$ cat config.mk
export PLATFORM = sky130hd
export DESIGN_NAME = multi_cycle_ctrl_flat
export DESIGN_NICKNAME = d
export VERILOG_FILES = /design/src/rtl/multi_cycle_ctrl_if.sv /design/src/rtl/multi_cycle_ctrl.sv /design/src/flat_wrapper.sv
export SDC_FILE = /design/constraint.sdc
export NUM_CORES = 1
export LEC_CHECK = 0
export BUFFER_PORTS_ARGS = -buffer_cell sky130_fd_sc_hd__buf_2
export CAP_MARGIN = 20
export CORE_ASPECT_RATIO = 1.25
export CORE_MARGIN = 8
export CORE_UTILIZATION = 45
export CTS_CLUSTER_SIZE = 24
export DETAILED_ROUTE_END_ITERATION = 6
export GPL_TIMING_DRIVEN = 0
export PLACE_DENSITY = 0.74
export SLEW_MARGIN = 20
export SYNTH_ARGS = -nofsm -noshare
export SYNTH_HDL_FRONTEND = slang
export SYNTH_SLANG_ARGS = --single-unit
$ cat constraint.sdc
create_clock -name clk -period 2.03 [get_ports clk]
set_input_delay 0.609 -clock clk [delete_from_list [all_inputs] [get_ports clk]]
set_output_delay 0.609 -clock clk [all_outputs]
set_load 0.01 [all_outputs]
$ cat src/rtl/multi_cycle_ctrl_if.sv
// Handshake/control bundle between the multi-cycle controller and its datapath/memories.
// The controller uses the slave view; the datapath side uses the master view.
interface multi_cycle_ctrl_if;
  logic [6:0] imem_rdata_op;
  logic       imem_ready;
  logic       dmem_ready;
  logic       zero;
  logic       imem_req;
  logic       dmem_req;
  logic       ir_write;
  logic       pc_write;
  logic       pc_src;
  logic       reg_write;
  logic       mem_read;
  logic       mem_write;
  logic       alusrc;
  logic       mem_to_reg;
  logic       branch;
  logic [1:0] alu_op;
  logic       instr_done;
  logic       illegal_op;
  logic       bus_error;

  modport slave (
    input  imem_rdata_op, imem_ready, dmem_ready, zero,
    output imem_req, dmem_req, ir_write, pc_write, pc_src, reg_write, mem_read,
           mem_write, alusrc, mem_to_reg, branch, alu_op, instr_done, illegal_op, bus_error
  );

  modport master (
    output imem_rdata_op, imem_ready, dmem_ready, zero,
    input  imem_req, dmem_req, ir_write, pc_write, pc_src, reg_write, mem_read,
           mem_write, alusrc, mem_to_reg, branch, alu_op, instr_done, illegal_op, bus_error
  );
endinterface

$ cat src/rtl/multi_cycle_ctrl.sv
// Multi-cycle RISC-V style control FSM: FETCH/DECODE/EXEC/MEM/WB with memory wait
// timeout into a sticky HALT state. Strobes decode combinationally from the current state.
module multi_cycle_ctrl #(
  parameter int MEM_TIMEOUT = 15,
  parameter int TW          = 4
) (
  input logic               clk,
  input logic               rst_n,
  multi_cycle_ctrl_if.slave bus
);

  typedef enum logic [2:0] {
    FETCH  = 3'd0,
    DECODE = 3'd1,
    EXEC   = 3'd2,
    MEM    = 3'd3,
    WB     = 3'd4,
    HALT   = 3'd5
  } state_e;

  localparam logic [6:0] OP_R      = 7'b0110011;
  localparam logic [6:0] OP_LOAD   = 7'b0000011;
  localparam logic [6:0] OP_IMM    = 7'b0010011;
  localparam logic [6:0] OP_STORE  = 7'b0100011;
  localparam logic [6:0] OP_BRANCH = 7'b1100011;

  localparam logic [TW-1:0] CNT_ZERO  = {TW{1'b0}};
  localparam logic [TW-1:0] CNT_ONE   = TW'(32'd1);
  localparam logic [TW-1:0] CNT_MAX   = {TW{1'b1}};
  localparam logic [TW-1:0] LAST_WAIT = TW'(MEM_TIMEOUT - 32'd1);

  state_e        state_q, state_d;
  logic [6:0]    opcode_q, opcode_d;
  logic [TW-1:0] cnt_q, cnt_d;
  logic          bus_error_q, bus_error_d;

  logic [TW-1:0] cnt_next_s;
  logic          wait_expired_s;
  logic          is_load_s;
  logic          is_store_s;

  logic          imem_req_s, dmem_req_s, ir_write_s, pc_write_s, pc_src_s;
  logic          reg_write_s, mem_read_s, mem_write_s, alusrc_s, mem_to_reg_s;
  logic          branch_s, instr_done_s, illegal_op_s;
  logic [1:0]    alu_op_s;

  function automatic logic is_legal(input logic [6:0] op);
    case (op)
      OP_R, OP_LOAD, OP_IMM, OP_STORE, OP_BRANCH: return 1'b1;
      default:                                    return 1'b0;
    endcase
  endfunction

  // Next-state, wait-counter and strobe decode.
  always_comb begin
    state_d      = state_q;
    opcode_d     = opcode_q;
    cnt_d        = cnt_q;
    bus_error_d  = bus_error_q;
    imem_req_s   = 1'b0;
    dmem_req_s   = 1'b0;
    ir_write_s   = 1'b0;
    pc_write_s   = 1'b0;
    pc_src_s     = 1'b0;
    reg_write_s  = 1'b0;
    mem_read_s   = 1'b0;
    mem_write_s  = 1'b0;
    alusrc_s     = 1'b0;
    mem_to_reg_s = 1'b0;
    branch_s     = 1'b0;
    alu_op_s     = 2'b00;
    instr_done_s = 1'b0;
    illegal_op_s = 1'b0;

    // Saturating increment; the cycle whose wait brings the count to MEM_TIMEOUT
    // is the last one allowed, so ready on that cycle still completes normally.
    cnt_next_s     = (cnt_q == CNT_MAX) ? cnt_q : (cnt_q + CNT_ONE);
    wait_expired_s = (cnt_q >= LAST_WAIT);
    is_load_s      = (opcode_q == OP_LOAD);
    is_store_s     = (opcode_q == OP_STORE);

    case (state_q)
      FETCH: begin
        imem_req_s = 1'b1;
        if (bus.imem_ready) begin
          ir_write_s = 1'b1;
          pc_write_s = 1'b1;
          opcode_d   = bus.imem_rdata_op;
          cnt_d      = CNT_ZERO;
          state_d    = DECODE;
        end else if (wait_expired_s) begin
          cnt_d       = CNT_ZERO;
          bus_error_d = 1'b1;
          state_d     = HALT;
        end else begin
          cnt_d = cnt_next_s;
        end
      end
      DECODE: begin
        if (is_legal(opcode_q)) begin
          state_d = EXEC;
        end else begin
          illegal_op_s = 1'b1;
          state_d      = FETCH;
        end
      end
      EXEC: begin
        case (opcode_q)
          OP_R: begin
            alu_op_s = 2'b10;
            state_d  = WB;
          end
          OP_IMM: begin
            alusrc_s = 1'b1;
            state_d  = WB;
          end
          OP_LOAD, OP_STORE: begin
            alusrc_s = 1'b1;
            state_d  = MEM;
          end
          OP_BRANCH: begin
            alu_op_s     = 2'b01;
            branch_s     = 1'b1;
            pc_write_s   = bus.zero;
            pc_src_s     = 1'b1;
            instr_done_s = 1'b1;
            state_d      = FETCH;
          end
          default: state_d = FETCH;
        endcase
      end
      MEM: begin
        dmem_req_s  = 1'b1;
        alusrc_s    = 1'b1;
        mem_read_s  = is_load_s;
        mem_write_s = is_store_s;
        if (bus.dmem_ready) begin
          cnt_d = CNT_ZERO;
          if (is_load_s) begin
            state_d = WB;
          end else begin
            instr_done_s = 1'b1;
            state_d      = FETCH;
          end
        end else if (wait_expired_s) begin
          cnt_d       = CNT_ZERO;
          bus_error_d = 1'b1;
          state_d     = HALT;
        end else begin
          cnt_d = cnt_next_s;
        end
      end
      WB: begin
        reg_write_s  = 1'b1;
        mem_to_reg_s = is_load_s;
        instr_done_s = 1'b1;
        state_d      = FETCH;
      end
      HALT: begin
        bus_error_d = 1'b1;
        state_d     = HALT;
      end
      default: state_d = FETCH;
    endcase
  end

  // State, opcode, wait counter and sticky error registers.
  always_ff @(posedge clk or negedge rst_n) begin
    if (!rst_n) begin
      state_q     <= FETCH;
      opcode_q    <= 7'b0000000;
      cnt_q       <= CNT_ZERO;
      bus_error_q <= 1'b0;
    end else begin
      state_q     <= state_d;
      opcode_q    <= opcode_d;
      cnt_q       <= cnt_d;
      bus_error_q <= bus_error_d;
    end
  end

  // Gating with rst_n drops every strobe the instant reset asserts, even mid-access.
  assign bus.imem_req   = rst_n & imem_req_s;
  assign bus.dmem_req   = rst_n & dmem_req_s;
  assign bus.ir_write   = rst_n & ir_write_s;
  assign bus.pc_write   = rst_n & pc_write_s;
  assign bus.pc_src     = rst_n & pc_src_s;
  assign bus.reg_write  = rst_n & reg_write_s;
  assign bus.mem_read   = rst_n & mem_read_s;
  assign bus.mem_write  = rst_n & mem_write_s;
  assign bus.alusrc     = rst_n & alusrc_s;
  assign bus.mem_to_reg = rst_n & mem_to_reg_s;
  assign bus.branch     = rst_n & branch_s;
  assign bus.alu_op     = rst_n ? alu_op_s : 2'b00;
  assign bus.instr_done = rst_n & instr_done_s;
  assign bus.illegal_op = rst_n & illegal_op_s;
  assign bus.bus_error  = bus_error_q;

endmodule

$ cat src/flat_wrapper.sv
// flat-port wrapper written by rule: the top's interface ports become plain ports
module multi_cycle_ctrl_flat 
#(
  parameter int MEM_TIMEOUT = 15,
  parameter int TW          = 4
)
  (clk, rst_n, bus_imem_rdata_op, bus_imem_ready, bus_dmem_ready, bus_zero, bus_imem_req, bus_dmem_req, bus_ir_write, bus_pc_write, bus_pc_src, bus_reg_write, bus_mem_read, bus_mem_write, bus_alusrc, bus_mem_to_reg, bus_branch, bus_alu_op, bus_instr_done, bus_illegal_op, bus_bus_error);
  multi_cycle_ctrl_if bus_i ();
  input logic clk;
  input logic rst_n;
  input wire logic [$bits(bus_i.imem_rdata_op)-1:0] bus_imem_rdata_op;
  input wire logic [$bits(bus_i.imem_ready)-1:0] bus_imem_ready;
  input wire logic [$bits(bus_i.dmem_ready)-1:0] bus_dmem_ready;
  input wire logic [$bits(bus_i.zero)-1:0] bus_zero;
  output wire logic [$bits(bus_i.imem_req)-1:0] bus_imem_req;
  output wire logic [$bits(bus_i.dmem_req)-1:0] bus_dmem_req;
  output wire logic [$bits(bus_i.ir_write)-1:0] bus_ir_write;
  output wire logic [$bits(bus_i.pc_write)-1:0] bus_pc_write;
  output wire logic [$bits(bus_i.pc_src)-1:0] bus_pc_src;
  output wire logic [$bits(bus_i.reg_write)-1:0] bus_reg_write;
  output wire logic [$bits(bus_i.mem_read)-1:0] bus_mem_read;
  output wire logic [$bits(bus_i.mem_write)-1:0] bus_mem_write;
  output wire logic [$bits(bus_i.alusrc)-1:0] bus_alusrc;
  output wire logic [$bits(bus_i.mem_to_reg)-1:0] bus_mem_to_reg;
  output wire logic [$bits(bus_i.branch)-1:0] bus_branch;
  output wire logic [$bits(bus_i.alu_op)-1:0] bus_alu_op;
  output wire logic [$bits(bus_i.instr_done)-1:0] bus_instr_done;
  output wire logic [$bits(bus_i.illegal_op)-1:0] bus_illegal_op;
  output wire logic [$bits(bus_i.bus_error)-1:0] bus_bus_error;
  assign bus_i.imem_rdata_op = bus_imem_rdata_op;
  assign bus_i.imem_ready = bus_imem_ready;
  assign bus_i.dmem_ready = bus_dmem_ready;
  assign bus_i.zero = bus_zero;
  assign bus_imem_req = bus_i.imem_req;
  assign bus_dmem_req = bus_i.dmem_req;
  assign bus_ir_write = bus_i.ir_write;
  assign bus_pc_write = bus_i.pc_write;
  assign bus_pc_src = bus_i.pc_src;
  assign bus_reg_write = bus_i.reg_write;
  assign bus_mem_read = bus_i.mem_read;
  assign bus_mem_write = bus_i.mem_write;
  assign bus_alusrc = bus_i.alusrc;
  assign bus_mem_to_reg = bus_i.mem_to_reg;
  assign bus_branch = bus_i.branch;
  assign bus_alu_op = bus_i.alu_op;
  assign bus_instr_done = bus_i.instr_done;
  assign bus_illegal_op = bus_i.illegal_op;
  assign bus_bus_error = bus_i.bus_error;
  multi_cycle_ctrl #(.MEM_TIMEOUT(MEM_TIMEOUT), .TW(TW)) u_core (.clk(clk), .rst_n(rst_n), .bus(bus_i));
endmodule
==> results.toml <==
[run_status]
status = "finished with violations"
violations = "negative setup slack"

[pwr]
power_mw = 0.9678
seq_power_share_pct = 47.6
p_sw_share_pct = 36.20
p_per_area_mw_per_mm2 = 688.2
p_leak_nw = 0.6846
internal_power_mw = 0.6174
combPwrFrac_pct = 35.1
p_sw_mw = 0.3504
ir_worst_vdd_mv = 0.5468
clkPwrFrac_pct = 17.4

[setup_path]
cp.required_ns = 1.42
crit_type = "flip-flop to output pin"
arrival_ns = 1.81
start_kind = "flip-flop"
worstPathMaxFanout = 4
cp-end-kind = "output pin"

[sta]
worst_slack_ns = -0.3871
rsz0062_at_grt = "yes"
fin_hold_ws_ns = 0.1460
post-route-min-period_ns = 2.417
finalSetupViolCount = 12
finalHoldViolCount = 0
max_slew_margin_pct = 66.24
fmax_mhz = 413.7
fin_crit_sh_pct = 119.1
fin_skew_ns = 0.004111
slew_viol_final = 0
tightest_slew_ns = 0.5029

[global_route]
grt_overflow = 0
grt_pass1_vias = 901
antenna_found_initial = 0
grtUsageTotal_pct = 12.55
grt_pass1_wl_um = 3926
grt_max_degree = 22

[logic_synthesis]
synth_area_um2 = 968.4
yosys_warnings = 0
synth-seq-cells = 15
synth_area_per_cell_um2 = 9.494
seq_area_frac_synth_pct = 38.76
syn-instance-count = 102
synthArstFlopShare_pct = 100.0
syn-num-nets = 116
synth_edf_count = 0
yosysUniqueCellTypes = 39
synth_ff_type = "dfrtp_1"

[clock_network]
cts_buffers = 3
cts_root_buffer = "clkbuf_4"
cts_tree = "done"
clk_pin_slew_ns = 0.09
cts_hold_buf = 0
clockBufferDepth = 2
clock_latency_ns = 0.28
cts-htree-levels = 1
cts_sinks = 15

[drt]
via_count = 980
drc = 0
wl_per_cell_um = 16.75
routed-wl-met2_um = 1483
drt-total-wl_um = 2781
dr.max_layer_used = "met4"
drt_iter0_drc = 20
post_drt_via_cell_ratio = 5.904
met3_length_um = 156
drt_first_pass_iters = 4
antenna_left = 0
drt-met1-wl_um = 1045

[floorplanning]
core_mm2 = 0.002116
io_pins = 28
initial_core_util_pct = 45.77
die-area_mm2 = 0.003902
fp-row-count = 19
die_h_um = 67.87
die_x_um = 57.49

[run]
drv_cap = 0

[cells_and_area]
drive_above_1_share_pct = 53.79
n_antenna_cell = 0
fillCellCount = 154
syn_to_final_growth_pct = 45.22
nNetsFinal = 160

[placed_design]
dpl.hpwl_um = 1822
io_buffers = 27
gp_congestion = 0.8147

[hold_path]
hp-class = "input pin to async pin"
-- placed cells by master, fill, tap and decap left out, types with 2 or more instances in the layout --
| cell | n |
|---|---|
| buf_2 | 24 |
| a21oi_1 | 3 |
| mux2_2 | 6 |
| nand2_1 | 4 |
| buf_4 | 13 |
| nand2_2 | 2 |
| and3_4 | 2 |
| nor2b_1 | 3 |
| clkbuf_4 | 3 |
| nor2_1 | 10 |
| nor3_1 | 2 |
| ha_1 | 2 |
| dfrtp_1 | 14 |
| nand2b_4 | 2 |
| inv_1 | 4 |
| nand3_1 | 2 |
| a211oi_1 | 2 |
| nor4_2 | 3 |
| nor3_4 | 2 |
| buf_6 | 6 |
| o21ai_0 | 4 |
-- stage by stage --
stage	worst slack, ns	utilization, %	cells	TNS [ns]	cell area, um^2
after floorplan	0.04461	-	102	0	984.7
after global placement	-0.2275	54.17	150	-1.431	1146
after detailed placement	-0.2605	54.17	150	-1.727	1146
after CTS	-0.3865	60.26	157	-2.619	1275
after global routing	-0.4653	66.47	166	-4.152	1406
final	-0.3871	66.47	166	-2.841	1406
-- critical path, stage by stage, from the launching register on --
cell,delay [ns]
dfrtp_1,0.38
nand4bb_4,0.23
or4_4,0.45
a311o_2,0.35
buf_6,0.13
-- sequential cells by signal (all words and copies together) (netlist names) --
signal	cells
u_core.bus.bus_error	1
u_core.state_q	3
u_core.opcode_q	7
u_core.cnt_q	4
-- cell families (layout without fill, tap and decap cells) --
group | after synthesis | in the layout | share of synthesized area [%]
and+or+nand+nor | 45 | 45 | 27.65
AOI/OAI and AO/OA | 20 | 20 | 14.60
DFF | 15 | 15 | 38.76
buffers and inverters | 10 | 53 | 5.037
muxes | 8 | 8 | 9.560
adders and majority gates | 2 | 2 | 2.584
xor gates and xnor gates | 2 | 2 | 1.809
-- timing repair --
action | 4_1_cts | 5_1_grt
buffers inserted | 3 | 9
resized for setup | 18 | 16
cloned | 0 | 0
pin swaps | 3 | 5
endpoints found under the setup margin | 14 | 13
-- Yosys cell counts (all sizes together) (2+ instances only) --
library cell / count / area (um^2)
a211oi: 2 / 15.01
a21oi: 3 / 15.01
and2: 2 / 12.51
and3: 2 / 12.51
buf: 5 / 30.02
dfrtp: 15 / 375.4
ha: 2 / 25.02
inv: 4 / 15.01
mux2: 7 / 82.57
nand2: 6 / 22.52
nand2b: 3 / 18.77
nand3: 2 / 10.01
nor2: 11 / 41.29
nor2b: 4 / 25.02
nor3: 4 / 20.02
nor3b: 3 / 22.52
nor4: 4 / 25.02
o21ai: 5 / 25.02
-- power groups by stage --
stage / sequential [mW] / combinational (mW) / clock, mW
after detailed placement: 0.456 / 0.273 / 0
after CTS: 0.455 / 0.304 / 0.176
final: 0.460 / 0.339 / 0.168
after global routing: 0.471 / 0.372 / 0.199
after global placement: 0.450 / 0.262 / 0
after floorplan: 0.441 / 0.198 / 0
-- per-layer routing --
metal	up-vias	track usage (%)
li1	457	-
met1	473	13.95
met2	38	21.72
met3	12	4.323
met4	0	5.016
met5	-	0
-- final timing paths --
kind / start / to / slack (ns) / cells after the start
max in group asynchronous: rst_n / u_core.opcode_q[4] / 1.70 / 1
min in group clk: u_core.bus.bus_error / u_core.bus.bus_error / 0.48 / 1
hold / removal: rst_n / u_core.cnt_q[0] / 0.15 / 1
hold reg to reg: u_core.bus.bus_error / u_core.bus.bus_error / 0.48 / 1
setup reg to reg: u_core.cnt_q[0] / u_core.cnt_q[3] / 0.22 / 6
setup / recovery: u_core.opcode_q[2] / bus_instr_done / -0.39 / 4
-- final cells by class --
cell class	count	area [um^2]	area share [%]
Sequential cell	15	376.6	26.78
Timing Repair Buffer	39	250.2	17.79
Tap cell	21	26.28	1.868
Inverter	4	15.01	1.068
Buffer	6	55.05	3.915
Multi-Input combinational cell	77	655.6	46.62
Clock buffer	3	22.52	1.601
Clock inverter	1	5.005	0.3559
No activity file was read; power rests on OpenSTA's default activity.
